`src/rtl/adc_scan_pkg.sv`:
```
// Shared state type, default parameters and sizing helper for the ADC scan controller.
package adc_scan_pkg;

    typedef enum logic [2:0] {
        IDLE,
        SETTLE,
        START,
        WAIT,
        DONE
    } scan_state_t;

    localparam int DEF_DATA_W         = 8;
    localparam int DEF_NUM_CH         = 4;
    localparam int DEF_SETTLE_CYCLES  = 2;
    localparam int DEF_WR_LOW_CYCLES  = 5;
    localparam int DEF_TIMEOUT_CYCLES = 255;

    // One phase counter serves every timed state, so it must hold the longest phase minus one.
    function automatic int cnt_width(input int a, input int b, input int c);
        int m;
        m = a;
        if (b > m) m = b;
        if (c > m) m = c;
        return (m > 1) ? $clog2(m) : 1;
    endfunction

endpackage

```
`src/rtl/adc_scan_if.sv`:
```
// Parallel ADC bus: start strobe and mux address out, end-of-conversion and result back.
interface adc_scan_if
    import adc_scan_pkg::*;
#(
    parameter int DATA_W = DEF_DATA_W,
    parameter int CH_W   = 2
);
    logic              wr;
    logic [CH_W-1:0]   ch_sel;
    logic              intrupt;
    logic [DATA_W-1:0] digital_data;

    modport master (
        output wr,
        output ch_sel,
        input  intrupt,
        input  digital_data
    );

    modport slave (
        input  wr,
        input  ch_sel,
        output intrupt,
        output digital_data
    );
endinterface

```
`src/rtl/adc_sample_bank.sv`:
```
// Per-channel sample storage with a registered display read port.
module adc_sample_bank
    import adc_scan_pkg::*;
#(
    parameter int DATA_W = DEF_DATA_W,
    parameter int NUM_CH = DEF_NUM_CH,
    parameter int CH_W   = (NUM_CH > 1) ? $clog2(NUM_CH) : 1
)(
    input  logic              clk,
    input  logic              rst,
    input  logic              we,
    input  logic [CH_W-1:0]   waddr,
    input  logic [DATA_W-1:0] wdata,
    input  logic [CH_W-1:0]   disp_ch,
    output logic [DATA_W-1:0] led_display
);

    logic [DATA_W-1:0] slots [NUM_CH];

    // The read samples the slot before a same-edge write lands, so a fresh capture shows one cycle later.
    always_ff @(posedge clk or posedge rst) begin
        if (rst) begin
            for (int i = 0; i < NUM_CH; i++) begin
                slots[i] <= '0;
            end
            led_display <= '0;
        end else begin
            if (we) begin
                slots[waddr] <= wdata;
            end
            led_display <= (32'(disp_ch) < NUM_CH) ? slots[disp_ch] : '0;
        end
    end

endmodule

```
`src/rtl/adc_scan_controller.sv`:
```
// Round-robin ADC scanner: settle mux, pulse wr low, wait for end-of-conversion, store per channel.
// Optional WAIT timeout with sticky error flag when ADC_SCAN_TIMEOUT_EN is defined.
module adc_scan_controller
    import adc_scan_pkg::*;
#(
    parameter int DATA_W         = DEF_DATA_W,
    parameter int NUM_CH         = DEF_NUM_CH,
    parameter int SETTLE_CYCLES  = DEF_SETTLE_CYCLES,
    parameter int WR_LOW_CYCLES  = DEF_WR_LOW_CYCLES,
    parameter int TIMEOUT_CYCLES = DEF_TIMEOUT_CYCLES,
    parameter int CH_W           = (NUM_CH > 1) ? $clog2(NUM_CH) : 1
)(
    input  logic              clk,
    input  logic              rst,
    input  logic              enable,
    input  logic [CH_W-1:0]   disp_ch,
    input  logic              err_clr,
    adc_scan_if.master        adc,
    output logic [DATA_W-1:0] sample_data,
    output logic [CH_W-1:0]   sample_ch,
    output logic              sample_valid,
    output logic [DATA_W-1:0] led_display,
    output logic              timeout_err,
    output logic              busy
);

    localparam int              CNT_W       = cnt_width(SETTLE_CYCLES, WR_LOW_CYCLES, TIMEOUT_CYCLES);
    localparam logic [CNT_W-1:0] SETTLE_LAST = CNT_W'(SETTLE_CYCLES - 1);
    localparam logic [CNT_W-1:0] WR_LOW_LAST = CNT_W'(WR_LOW_CYCLES - 1);
    localparam logic [CH_W-1:0]  LAST_CH     = CH_W'(NUM_CH - 1);

    scan_state_t       state;
    logic [CNT_W-1:0]  cnt;
    logic              bank_we;
    logic [CH_W-1:0]   next_ch;

    assign bank_we = (state == WAIT) && !adc.intrupt;
    assign next_ch = (adc.ch_sel == LAST_CH) ? '0 : adc.ch_sel + CH_W'(1);

`ifdef ADC_SCAN_TIMEOUT_EN
    localparam logic [CNT_W-1:0] TIMEOUT_LAST = CNT_W'(TIMEOUT_CYCLES - 1);
`else
    logic unused_err_clr;
    assign unused_err_clr = err_clr;
    assign timeout_err    = 1'b0;
`endif

    // wr and busy are set on the transition into a state so they are valid for that state's whole span.
    always_ff @(posedge clk or posedge rst) begin
        if (rst) begin
            state        <= IDLE;
            cnt          <= '0;
            adc.wr       <= 1'b1;
            adc.ch_sel   <= '0;
            sample_data  <= '0;
            sample_ch    <= '0;
            sample_valid <= 1'b0;
            busy         <= 1'b0;
`ifdef ADC_SCAN_TIMEOUT_EN
            timeout_err  <= 1'b0;
`endif
        end else begin
            sample_valid <= 1'b0;
`ifdef ADC_SCAN_TIMEOUT_EN
            if (err_clr) begin
                timeout_err <= 1'b0;
            end
`endif
            case (state)
                IDLE: begin
                    if (enable) begin
                        state <= SETTLE;
                        cnt   <= '0;
                        busy  <= 1'b1;
                    end
                end
                SETTLE: begin
                    if (cnt == SETTLE_LAST) begin
                        state  <= START;
                        cnt    <= '0;
                        adc.wr <= 1'b0;
                    end else begin
                        cnt <= cnt + CNT_W'(1);
                    end
                end
                START: begin
                    if (cnt == WR_LOW_LAST) begin
                        state  <= WAIT;
                        cnt    <= '0;
                        adc.wr <= 1'b1;
                    end else begin
                        cnt <= cnt + CNT_W'(1);
                    end
                end
                WAIT: begin
                    if (!adc.intrupt) begin
                        state        <= DONE;
                        cnt          <= '0;
                        sample_data  <= adc.digital_data;
                        sample_ch    <= adc.ch_sel;
                        sample_valid <= 1'b1;
                    end
`ifdef ADC_SCAN_TIMEOUT_EN
                    else if (cnt == TIMEOUT_LAST) begin
                        timeout_err <= 1'b1;
                        adc.ch_sel  <= next_ch;
                        cnt         <= '0;
                        state       <= enable ? SETTLE : IDLE;
                        busy        <= enable;
                    end else begin
                        cnt <= cnt + CNT_W'(1);
                    end
`endif
                end
                DONE: begin
                    adc.ch_sel <= next_ch;
                    cnt        <= '0;
                    state      <= enable ? SETTLE : IDLE;
                    busy       <= enable;
                end
                default: begin
                    state  <= IDLE;
                    cnt    <= '0;
                    adc.wr <= 1'b1;
                    busy   <= 1'b0;
                end
            endcase
        end
    end

    adc_sample_bank #(
        .DATA_W (DATA_W),
        .NUM_CH (NUM_CH),
        .CH_W   (CH_W)
    ) u_bank (
        .clk         (clk),
        .rst         (rst),
        .we          (bank_we),
        .waddr       (adc.ch_sel),
        .wdata       (adc.digital_data),
        .disp_ch     (disp_ch),
        .led_display (led_display)
    );

endmodule

```
`src/flat_wrapper.sv`:
```
// flat-port wrapper written by rule: the top's interface ports become plain ports
module adc_scan_controller_flat import adc_scan_pkg::*;
#(
    parameter int DATA_W         = DEF_DATA_W,
    parameter int NUM_CH         = DEF_NUM_CH,
    parameter int SETTLE_CYCLES  = DEF_SETTLE_CYCLES,
    parameter int WR_LOW_CYCLES  = DEF_WR_LOW_CYCLES,
    parameter int TIMEOUT_CYCLES = DEF_TIMEOUT_CYCLES,
    parameter int CH_W           = (NUM_CH > 1) ? $clog2(NUM_CH) : 1
)
  (clk, rst, enable, disp_ch, err_clr, sample_data, sample_ch, sample_valid, led_display, timeout_err, busy, adc_wr, adc_ch_sel, adc_intrupt, adc_digital_data);
  adc_scan_if #(.DATA_W(DATA_W), .CH_W(CH_W)) adc_i ();
  input  logic clk;
  input  logic rst;
  input  logic enable;
  input  logic [CH_W-1:0] disp_ch;
  input  logic err_clr;
  output logic [DATA_W-1:0] sample_data;
  output logic [CH_W-1:0] sample_ch;
  output logic sample_valid;
  output logic [DATA_W-1:0] led_display;
  output logic timeout_err;
  output logic busy;
  output wire logic [$bits(adc_i.wr)-1:0] adc_wr;
  output wire logic [$bits(adc_i.ch_sel)-1:0] adc_ch_sel;
  input wire logic [$bits(adc_i.intrupt)-1:0] adc_intrupt;
  input wire logic [$bits(adc_i.digital_data)-1:0] adc_digital_data;
  assign adc_wr = adc_i.wr;
  assign adc_ch_sel = adc_i.ch_sel;
  assign adc_i.intrupt = adc_intrupt;
  assign adc_i.digital_data = adc_digital_data;
  adc_scan_controller #(.DATA_W(DATA_W), .NUM_CH(NUM_CH), .SETTLE_CYCLES(SETTLE_CYCLES), .WR_LOW_CYCLES(WR_LOW_CYCLES), .TIMEOUT_CYCLES(TIMEOUT_CYCLES), .CH_W(CH_W)) u_core (.clk(clk), .rst(rst), .enable(enable), .disp_ch(disp_ch), .err_clr(err_clr), .adc(adc_i), .sample_data(sample_data), .sample_ch(sample_ch), .sample_valid(sample_valid), .led_display(led_display), .timeout_err(timeout_err), .busy(busy));
endmodule
```
`config.mk`:
```
export PLATFORM = sky130hd
export DESIGN_NAME = adc_scan_controller_flat
export DESIGN_NICKNAME = d
export VERILOG_FILES = /design/src/rtl/adc_scan_pkg.sv /design/src/rtl/adc_scan_if.sv /design/src/rtl/adc_sample_bank.sv /design/src/rtl/adc_scan_controller.sv /design/src/flat_wrapper.sv
export SDC_FILE = /design/constraint.sdc
export NUM_CORES = 1
export LEC_CHECK = 0
export BUFFER_PORTS_ARGS = -buffer_cell sky130_fd_sc_hd__buf_2
export CORE_ASPECT_RATIO = 0.5
export CORE_UTILIZATION = 61
export CTS_CLUSTER_SIZE = 40
export DETAILED_ROUTE_END_ITERATION = 6
export HOLD_SLACK_MARGIN = 0.06
export PLACE_DENSITY = 0.8
export SETUP_SLACK_MARGIN = 0.15
export SLEW_MARGIN = 20
export SYNTH_ARGS = -nofsm -noshare
export SYNTH_HDL_FRONTEND = slang
export SYNTH_SLANG_ARGS = --single-unit
```
`constraint.sdc`:
```
create_clock -name clk -period 3.1 [get_ports clk]
set_input_delay 0.465 -clock clk [delete_from_list [all_inputs] [get_ports clk]]
set_output_delay 0.465 -clock clk [all_outputs]
set_load 0.01 [all_outputs]
```
==> results by stage <==
Status:
- The run finished with clean final reports.

Logic synthesis:
- The total of warnings raised by yosys is 0.
- The synthesized cell area is 0.00292 mm2.
- Of all cell types, the one taking the most synthesized area is sky130_fd_sc_hd__dfrtp_1.
- The most numerous cell in the Yosys netlist is sky130_fd_sc_hd__dfrtp_1.
- The fraction of registers with async set/reset is 1.00.
- Counting distinct cell types in the post-synthesis netlist gives 42.
- In the synthesized netlist, the number of instances is 206.
- The count of flip-flops with a built-in enable after synthesis is 0.
- The post-synthesis sequential area ratio is 0.567.
- After synthesis the netlist holds a flip-flop and latch count of 66.
- The share of the synthesized area in the top cell type is 0.558.
- In this run the mean area of a mapped cell was 14.2 um2.
- The commonest cells after synthesis are sky130_fd_sc_hd__dfrtp_1, sky130_fd_sc_hd__mux2_2, sky130_fd_sc_hd__inv_1, sky130_fd_sc_hd__mux4_2, sky130_fd_sc_hd__ha_1.
- The most instantiated flip-flop cell in the synthesis netlist is sky130_fd_sc_hd__dfrtp_1.
- The number of nets in the synthesized netlist is 228.
- By area the synthesized netlist is led by sky130_fd_sc_hd__dfrtp_1, sky130_fd_sc_hd__mux2_2, sky130_fd_sc_hd__mux4_2.

Floorplan:
- During I/O placement, the number of pins put on the boundary was 39.
- The initial core utilization is 0.650.
- Measured along the x axis, the die boundary spans 99.8 um.
- The die boundary height is 50.9 um.
- The overall die area is 0.00508 mm2.
- The core region is 0.00449 mm2.
- In this run the core area contains 17 standard-cell rows.

Finish:
- In the final layout, the share of cells above drive strength 1 is 0.443.
- 0 antenna diodes ended up in the layout.
- At the end of the flow the core is filled with cells to 0.752.
- The area growth from synthesis to layout is 15.7%.
- The final net count is 272.

Detailed routing:
- In the routed design, unresolved DRC markers number 0.
- The top layer used by detailed routing is met4.
- For this block, wires on met1 add up to 2.38 mm.
- The detailed route wirelength on metal3 is 205 um.
- The post-route antenna net violation count is 0.
- The ratio of routed vias to standard cells is 5.65.
- The number of optimization iterations in the first detailed-route pass is 4.
- Summing over every cut layer, the via total after detailed routing is 1815.
- The detailed-route wire length is 5.33 mm.
- The wire length per cell is 16.6 um.
- The met2 routed wirelength is 2.71 mm.
- The number of DRC markers after the initial detailed-route iteration is 76.

Global routing:
- The first-pass GRT wire length is 8.81 mm.
- In the global route stage, overall resource usage came out at 0.240.
- Entering global routing, the biggest net connects 32 pins.
- The number of global-route vias before repair is 1816.
- The number of antenna violations at the first check in global routing came to 0.
- The final global-route overflow total is 0.

Clock tree:
- The count of cells resized by post-cts repair is 0.
- The number of sinks handled by clock tree synthesis is 66.
- The number of CTS-inserted buffers is 9.
- The clock latency on the worst-skew pair is 0.33 ns.
- Buffers added to address setup during post-CTS repair amount to 0.
- Clock-pin slew was measured on the worst setup and hold paths at 0.07 ns.
- The CTS tree is done.
- The CTS H-tree depth is 3.
- No sink is reached through more buffers than the 2 on the longest clock path.
- The hold buffer count at cts is 0.
- The clock root buffer is sky130_fd_sc_hd__clkbuf_8.

Timing:
- The clock period could shrink to 2.15 ns.
- The fmax is 464 MHz.
- The number of endpoints with negative hold slack in the final report is 0.
- The count of final max-slew check failures is 0.
- Setup violations remaining at the end of the flow were counted as 0.
- Setup repair after global routing left no endpoint under its margin.
- The slew at the pin with the worst max-slew slack is 0.750 ns.
- The summed negative setup slack over all endpoints is 0 ns.
- The tightest slew margin relative to the limit is 0.496.
- The final worst clock skew is 0.00640 ns.
- Hold is met by 0.210 ns.
- In the finished design, the share of the clock period the worst path needs comes to 0.695.

Worst setup path:
- For the worst setup path, the data arrival time is 2.37 ns.
- The kind of critical path is flip-flop to flip-flop.
- The worst setup path is captured at a flip-flop.
- The start point of the critical path is u_core.state[0].
- The required time reported for the critical path endpoint is 3.32 ns.
- Along the worst path, the maximum fanout reaches 10.
- The category of the worst setup path launch point is a flip-flop.
- The launching point of the worst reg2reg path is u_core.state[0].

Pwr:
- Across the VDD grid, the largest voltage drop is 681 uV.
- Dividing total power by cell area gives a power density of 949 mW/mm2.
- Summed over all cells, the static leakage comes to 1.61 nW.

Placed design:
- The post-detailed-placement half-perimeter wirelength is 3.57 mm.
- The placer's final routability congestion estimate is 0.764.
- Buffers placed on the I/O ports in this run total 36.

Flow run:
- The number of violations of the max-capacitance limit is 0.

Hold path:
- The type of the worst min-delay path is input port to async pin.
[cell usage in the layout (no fill, tap or decap), types with 4 or more instances in the layout]
cell type and n:
sky130_fd_sc_hd__mux2_2 41, sky130_fd_sc_hd__dfrtp_1 65, sky130_fd_sc_hd__nand2_1 5, sky130_fd_sc_hd__o21ai_0 6
sky130_fd_sc_hd__mux4_2 8, sky130_fd_sc_hd__buf_2 36, sky130_fd_sc_hd__nand3_1 5, sky130_fd_sc_hd__inv_1 8
sky130_fd_sc_hd__nand2_2 4, sky130_fd_sc_hd__clkbuf_8 10, sky130_fd_sc_hd__ha_1 7
[kinds of logic (layout without fill, tap and decap cells)]
logic type	Yosys count	after routing	share of synthesized area
AOI/OAI and AO/OA	26	26	0.0665
xor gates and xnor gates	1	1	0.00300
adders and majority gates	7	7	0.0300
buffers and inverters	15	64	0.0219
DFF	66	66	0.567
muxes	51	51	0.228
other	1	1	0.00129
and+or+nand+nor	39	39	0.0828
[final cells by class]
cell class / instances / area [um2]
flip-flops and latches: 66 / 1650
multi-input cells: 125 / 1200
fillers: 301 / 1110
repair buffers: 39 / 203
clock buffers: 10 / 138
well taps: 66 / 82.6
clock inverters: 6 / 66.3
inverters: 9 / 33.8
[metal layers]
layer,vias to the layer above,global-route usage
met2,33,0.410
met5,-,0
met3,5,0.0739
li1,850,-
met4,0,0.0760
met1,927,0.299
[registers in the layout (all words and copies together) (netlist names), 2 cells and up]
register                   count
u_core.adc.ch_sel              2
u_core.cnt                     8
u_core.u_bank.slots           32
u_core.state                   3
u_core.u_bank.led_display      8
u_core.sample_data             8
u_core.sample_ch               2
[final timing paths]
kind | slack [ns] | endpoint | cells after the start
min in group clk | 0.36 | u_core.state[2] | 2
worst max-delay path | 0.95 | u_core.u_bank.slots[31] | 4
worst min-delay path | 0.21 | u_core.u_bank.led_display[6] | 2
worst min register to register | 0.50 | u_core.u_bank.slots[23] | 1
max in group asynchronous | 2.19 | u_core.u_bank.slots[3] | 3
worst max register to register | 0.95 | u_core.u_bank.slots[31] | 4
[worst max-delay path: stages, from the launching register on]
cell and delay, ns:
sky130_fd_sc_hd__dfrtp_1 0.45, sky130_fd_sc_hd__inv_1 0.16, sky130_fd_sc_hd__nor4_4 0.72, sky130_fd_sc_hd__nand2_2 0.32, sky130_fd_sc_hd__mux2_1 0.39
[per-stage QoR]
| step | total power, mW | instances | setup slack, ns | area [um2] |
|---|---|---|---|---|
| after CTS | 3.22 | 321 | 0.937 | 3380 |
| after detailed placement | 2.49 | 305 | 0.942 | 3170 |
| after global placement | 2.41 | 305 | 1.00 | 3170 |
| after floorplan | 2.16 | 206 | 0.982 | 2920 |
| after global routing | 3.39 | 321 | 0.786 | 3380 |
| final | 3.20 | 321 | 0.945 | 3380 |
[power breakdown]
group	internal [mW]	switching [mW]	total [mW]	leakage, nW
clock	0.393	0.334	0.727	0.0945
combinational	0.544	0.472	1.02	0.669
sequential	1.23	0.231	1.46	0.844
(Power assumes the default switching activity.)
